--- src/rtl/fetch_unit_if.sv ---
// fetch_unit_if: instruction-memory request/ack bus between F stage and memory.
// master = fetch side, slave = memory side.
interface fetch_unit_if #(
  parameter int W = 32
) ();
  logic         instrreq;
  logic [W-1:0] instradr;
  logic         instrack;
  logic [W-1:0] instrF;
  logic         instrabort;

  modport master (
    output instrreq,
    output instradr,
    input  instrack,
    input  instrF,
    input  instrabort
  );

  modport slave (
    input  instrreq,
    input  instradr,
    output instrack,
    output instrF,
    output instrabort
  );
endinterface

--- src/rtl/fetch_unit.sv ---
// fetch_unit: MIPS F stage with handshaked fetch, timeout retry and prefetch queue.
// Optional macro FETCH_BYPASS_EN forwards an empty-queue ack to D in the same cycle.
module fetch_unit #(
  parameter int           W        = 32,
  parameter int           DEPTH    = 4,
  parameter int           MAXWAIT  = 8,
  parameter logic [W-1:0] RESET_PC = '0
) (
  input  logic         clk,
  input  logic         reset,
  fetch_unit_if.master mem,
  input  logic         stall,
  input  logic         redirect,
  input  logic [W-1:0] redirect_pc,
  output logic         instr_valid,
  output logic [W-1:0] instrD,
  output logic [W-1:0] pc4D,
  output logic [7:0]   pclow,
  output logic         fetch_err
);

  localparam int AW  = $clog2(DEPTH);
  localparam int CW  = AW + 1;
  localparam int WCW = $clog2(MAXWAIT);

  localparam logic [CW-1:0]  FULL  = CW'(DEPTH);
  localparam logic [WCW-1:0] WLAST = WCW'(MAXWAIT - 1);
  localparam logic [W-1:0]   FOUR  = W'(4);

  localparam logic [1:0] IDLE  = 2'd0;
  localparam logic [1:0] REQ   = 2'd1;
  localparam logic [1:0] DRAIN = 2'd2;

  logic [1:0]     state_q, state_d;
  logic [W-1:0]   pc_q, pc_d;
  logic [WCW-1:0] wait_q, wait_d;
  logic           err_q, err_d;

  logic [AW-1:0]  wr_q, rd_q;
  logic [CW-1:0]  count_q, count_d;
  logic [W-1:0]   q_instr [DEPTH];
  logic [W-1:0]   q_pc4   [DEPTH];

  logic [W-1:0]   pc4;
  logic           ack_req;
  logic           bypass;
  logic           head_v;
  logic           enq;
  logic           deq;

  assign pc4     = pc_q + FOUR;
  assign ack_req = (state_q == REQ) & mem.instrack;
  assign head_v  = (count_q != '0);

`ifdef FETCH_BYPASS_EN
  assign bypass = ~head_v & ack_req & ~redirect;
`else
  assign bypass = 1'b0;
`endif

  // A bypassed word that D consumes this cycle never occupies a slot
  assign enq = ack_req & ~redirect & ~(bypass & ~stall);
  assign deq = head_v & ~stall & ~redirect;

  // Occupancy after this edge; a redirect empties the queue outright
  always_comb begin
    count_d = count_q;
    if (redirect)
      count_d = '0;
    else
      count_d = count_q + CW'(enq) - CW'(deq);
  end

  // Request FSM, fetch address and unacknowledged-cycle watchdog
  always_comb begin
    state_d = state_q;
    pc_d    = pc_q;
    wait_d  = wait_q;
    err_d   = 1'b0;
    unique case (state_q)
      IDLE: begin
        if (!redirect && count_q < FULL) begin
          state_d = REQ;
          wait_d  = '0;
        end
      end
      REQ: begin
        if (redirect) begin
          state_d = DRAIN;
          wait_d  = '0;
        end else if (mem.instrack) begin
          pc_d   = pc4;
          wait_d = '0;
          if (count_d == FULL)
            state_d = IDLE;
        end else if (mem.instrabort) begin
          state_d = IDLE;
          wait_d  = '0;
        end else if (wait_q == WLAST) begin
          state_d = IDLE;
          wait_d  = '0;
          err_d   = 1'b1;
        end else begin
          wait_d = wait_q + WCW'(1);
        end
      end
      DRAIN: begin
        if (mem.instrack || mem.instrabort) begin
          state_d = IDLE;
          wait_d  = '0;
        end else if (wait_q == WLAST) begin
          state_d = IDLE;
          wait_d  = '0;
          err_d   = 1'b1;
        end else begin
          wait_d = wait_q + WCW'(1);
        end
      end
      default: begin
        state_d = IDLE;
        wait_d  = '0;
      end
    endcase
    if (redirect)
      pc_d = redirect_pc;
  end

  // Control state registers
  always_ff @(posedge clk or posedge reset) begin
    if (reset) begin
      state_q <= IDLE;
      pc_q    <= RESET_PC;
      wait_q  <= '0;
      err_q   <= 1'b0;
    end else begin
      state_q <= state_d;
      pc_q    <= pc_d;
      wait_q  <= wait_d;
      err_q   <= err_d;
    end
  end

  // Queue pointers and occupancy; pointers wrap naturally at DEPTH
  always_ff @(posedge clk or posedge reset) begin
    if (reset) begin
      wr_q    <= '0;
      rd_q    <= '0;
      count_q <= '0;
    end else begin
      count_q <= count_d;
      if (redirect) begin
        wr_q <= '0;
        rd_q <= '0;
      end else begin
        wr_q <= wr_q + AW'(enq);
        rd_q <= rd_q + AW'(deq);
      end
    end
  end

  // Queue storage; contents only observable through count_q
  always_ff @(posedge clk) begin
    if (enq) begin
      q_instr[wr_q] <= mem.instrF;
      q_pc4[wr_q]   <= pc4;
    end
  end

  assign mem.instrreq = (state_q == REQ);
  assign mem.instradr = pc_q;
  assign pclow        = pc_q[9:2];
  assign fetch_err    = err_q;
  assign instr_valid  = head_v | bypass;

  // Head of queue to D, bypassed word when enabled, else a nop
  always_comb begin
    instrD = '0;
    pc4D   = '0;
    if (head_v) begin
      instrD = q_instr[rd_q];
      pc4D   = q_pc4[rd_q];
    end else if (bypass) begin
      instrD = mem.instrF;
      pc4D   = pc4;
    end
  end

endmodule

--- src/flat_wrapper.sv ---
// flat-port wrapper written by rule: the top's interface ports become plain ports
module fetch_unit_flat 
#(
  parameter int           W        = 32,
  parameter int           DEPTH    = 4,
  parameter int           MAXWAIT  = 8,
  parameter logic [W-1:0] RESET_PC = '0
)
  (clk, reset, stall, redirect, redirect_pc, instr_valid, instrD, pc4D, pclow, fetch_err, mem_instrreq, mem_instradr, mem_instrack, mem_instrF, mem_instrabort);
  fetch_unit_if #(.W(W)) mem_i ();
  input  logic clk;
  input  logic reset;
  input  logic stall;
  input  logic redirect;
  input  logic [W-1:0] redirect_pc;
  output logic instr_valid;
  output logic [W-1:0] instrD;
  output logic [W-1:0] pc4D;
  output logic [7:0] pclow;
  output logic fetch_err;
  output wire logic [$bits(mem_i.instrreq)-1:0] mem_instrreq;
  output wire logic [$bits(mem_i.instradr)-1:0] mem_instradr;
  input wire logic [$bits(mem_i.instrack)-1:0] mem_instrack;
  input wire logic [$bits(mem_i.instrF)-1:0] mem_instrF;
  input wire logic [$bits(mem_i.instrabort)-1:0] mem_instrabort;
  assign mem_instrreq = mem_i.instrreq;
  assign mem_instradr = mem_i.instradr;
  assign mem_i.instrack = mem_instrack;
  assign mem_i.instrF = mem_instrF;
  assign mem_i.instrabort = mem_instrabort;
  fetch_unit #(.W(W), .DEPTH(DEPTH), .MAXWAIT(MAXWAIT), .RESET_PC(RESET_PC)) u_core (.clk(clk), .reset(reset), .mem(mem_i), .stall(stall), .redirect(redirect), .redirect_pc(redirect_pc), .instr_valid(instr_valid), .instrD(instrD), .pc4D(pc4D), .pclow(pclow), .fetch_err(fetch_err));
endmodule
--- config.mk ---
export PLATFORM = sky130hd
export DESIGN_NAME = fetch_unit_flat
export DESIGN_NICKNAME = d
export VERILOG_FILES = /design/src/rtl/fetch_unit_if.sv /design/src/rtl/fetch_unit.sv /design/src/flat_wrapper.sv
export SDC_FILE = /design/constraint.sdc
export NUM_CORES = 1
export LEC_CHECK = 0
export CAP_MARGIN = 20
export CORE_UTILIZATION = 50
export DETAILED_ROUTE_END_ITERATION = 8
export HOLD_SLACK_MARGIN = 0.15
export PLACE_DENSITY = 0.77
export SLEW_MARGIN = 20
export SYNTH_ARGS = -nofsm -noshare
export SYNTH_HDL_FRONTEND = slang
export SYNTH_SLANG_ARGS = --single-unit
--- constraint.sdc ---
create_clock -name clk -period 6.2 [get_ports clk]
set_input_delay 0.93 -clock clk [delete_from_list [all_inputs] [get_ports clk]]
set_output_delay 0.93 -clock clk [all_outputs]
set_load 0.05 [all_outputs]
==> impl_metrics.ini <==
[floorplan]
start_util_pct = 50.9
core-area_um2 = 25100
dieWidth_um = 162
fp.dieH_um = 162
die-area_um2 = 26200
row_count = 58
boundaryPins = 177

[final_layout]
nets = 1018
final_cells = 1290
syn2layout_area_growth_pct = 24.0
mostFrequentLayoutCells = 256 x edfxtp_1, 175 x clkdlybuf4s50_1, 67 x and2_1
drive_above_1_share_pct = 13.9
final_common_cell = edfxtp_1
antenna_cells = 0

[routing]
drc_errors = 0
route.vias.total = 7296
drt_iter0_drc = 625
wl_um = 26800
drt_first_pass_iters = 5
ant_nets = 0
drt-wirelength-per-cell_um = 20.8
via_per_inst = 5.66

[logic_synthesis]
netlist_area_um2 = 12800
synth-compound-area-share_pct = 2.45
synth-xor-area-share_pct = 3.05
synthDistinctLibCells = 48
syn_nets = 861
synth_top_family_by_area = multiplexers
synth_top_area_share_pct = 60.1
yosys_warnings = 0
yosysTopAreaCell = edfxtp_1
synth_ff_type = edfxtp_1
syn_inst = 779
synth.area.top_cells = edfxtp_1 60%, mux4_2 11%, dfrtp_1 8.8%
synth-simple-area-share_pct = 10.2
ys_seq_area_share_pct = 68.9
yosys_register_bits = 301
synth_edf_count = 256
synthAdderAreaFrac_pct = 1.23
synth_mux_area_share_pct = 11.6
ys_async_sr_fraction_pct = 15.0
avgSynthCellArea_um2 = 16.4

[status]
status = completed

[sta]
relSlewSlack_pct = 30.7
rsz0062_at_grt = no
slew_viol_final = 0
fin_setup_tns_ps = 0
post-route-period-util_pct = 72.0
fmax_ghz = 0.224
fin_ws_ps = 1730
post-route-min-period_ps = 4470
setup_viol = 0
worstMarginPinSlew_ps = 1040
finClkSkew_ps = 17.7
hold_viol_final = 0

[clock_network]
cts_max_path_buffers = 3
cts_sinks = 301
cts_resized = 0
cts_buffers = 30
hold_buffers = 0
cts.root.buffer_cell = clkbuf_16
tritoncts = done
clk_latency_ps = 540
clkSlewWorstSetupHoldPaths_ps = 70
h-tree-depth = 1
post_cts_buffers = 0

[setup_path]
worstPathRequired_ps = 5270
cp_max_fo = 44
worstPathCellList = buf_4 > mux4_2 > and2_1 > clkdlybuf4s50_1
crit_path_start_kind = register
r2r_start = u_core.count_q[2]$_DFF_PP0_
critPathCaptureType = primary output
cpPeakStageDelay_ps = 1040
crit_type = register to primary output
cpMaxStageDelayCell = dfrtp_4
critPathLaunch = u_core.rd_q[0]$_DFF_PP0_
arrival_ps = 3540
path_buf_inv = 2
path_delay_family = buffers and inverters

[global_routing]
grt_max_degree = 67
antenna_found_initial = 0
grt_usage_pct = 20.9
grt_pass1_wl_um = 41700
grt_overflow = 0
grt_pass1_vias = 7306

[min_path]
hold_class = register to register
worstHoldStart = u_core.wait_q[2]$_DFFE_PP0P_

[run]
max_cap_violations = 0

[power]
cellPowerDensity_nw_per_um2 = 404
leakage_nw = 5.24
ir_worst_vdd_mv = 0.234

[placement]
place_inst = 1234
preCtsSetupSlack_ps = 2200
place_congestion = 0.831
dp_hpwl_um = 16700
io_buffers = 176
worst register-to-register path, stage by stage, from the launching register on:
cell     delay [ps]
dfrtp_1         420
or3_4           540
nor3b_1         390
ha_1            300
inv_1            60
ha_1            130
inv_1            40
fa_1            370
xnor3_1         220
nor3b_1         260
o21ai_0         150
mux2_2          310
state kept, by name, indices dropped and copies added (netlist names):
register             count
u_core.wr_q              2
u_core.mem.instradr     32
u_core.fetch_err         1
u_core.q_pc4           128
u_core.rd_q              2
u_core.state_q           2
u_core.count_q           3
u_core.q_instr         128
u_core.wait_q            3
routing by layer:
layer | part of all wire, % | GRT usage (%) | vias to the layer above
met5 | 0 | 0 | -
li1 | - | - | 3294
met2 | 47 | 32.8 | 326
met1 | 43 | 30.6 | 3638
met4 | 1.9 | 5.40 | 0
met3 | 7.9 | 3.40 | 38
logic make-up after synthesis:
kind of cell               count (synthesis)
DFF                                      301
and+or+nand+nor                          234
buffers and inverters                     71
muxes                                     68
AOI/OAI and AO/OA                         50
xor gates and xnor gates                  43
adders and majority gates                 12
cells in the mapped netlist, drive strengths merged (2+ instances only):
master  instances
nand4          20
a211o           3
clkbuf         29
o211ai          6
o21ai          25
xnor2          28
nor3b           2
or4             9
buf            27
inv            15
a31oi           6
nor3           13
dfrtp          45
xor2           14
and4            3
or3             7
a21oi           2
and3            3
nand2          48
nor2           24
nor4            9
nand2b          6
edfxtp        256
nand3          17
mux2            3
mux4           64
nor2b           5
ha             11
and2           67
metrics by stage:
stage / power (mW) / hold slack (ps) / cell area (µm²) / util (%)
2_1_floorplan: 3.88 / 453 / 12800 / -
3_3_place_gp: 4.53 / 472 / 14800 / 58.9
3_5_place_dp: 4.55 / 484 / 14800 / 58.9
4_1_cts: 6.45 / 499 / 15800 / 63.1
5_1_grt: 6.64 / 530 / 15900 / 63.1
6_report: 6.40 / 497 / 15900 / 63.1
area by class of cell:
class,instances,area [µm²]
clock buffer,41,863
fill,1805,9260
tap,330,413
inverter,15,57.6
clock inverter,15,199
multi-input combinational,407,3690
timing repair buffer,181,1810
sequential,301,8820
final timing paths:
check                                                       to  slack [ps]  cells past startpoint
setup / recovery                                     instrD[0]        1730                      4
hold / removal                    u_core.wait_q[2]$_DFFE_PP0P_         500                      2
setup reg to reg                 u_core.state_q[1]$_DFFE_PP0P_        2890                     11
hold reg to reg                   u_core.wait_q[2]$_DFFE_PP0P_         500                      2
max in group asynchronous             u_core.rd_q[0]$_DFF_PP0_        4720                      2
min in group asynchronous  u_core.mem.instradr[23]$_DFFE_PP0P_         860                      2
report_power, final:
part / switching (mW) / internal, mW
sequential: 0.131 / 2.32
clock: 0.728 / 1.18
combinational: 1.30 / 0.748
total: 2.15 / 4.25
Note: power is estimated with default switching activity, not from simulation.
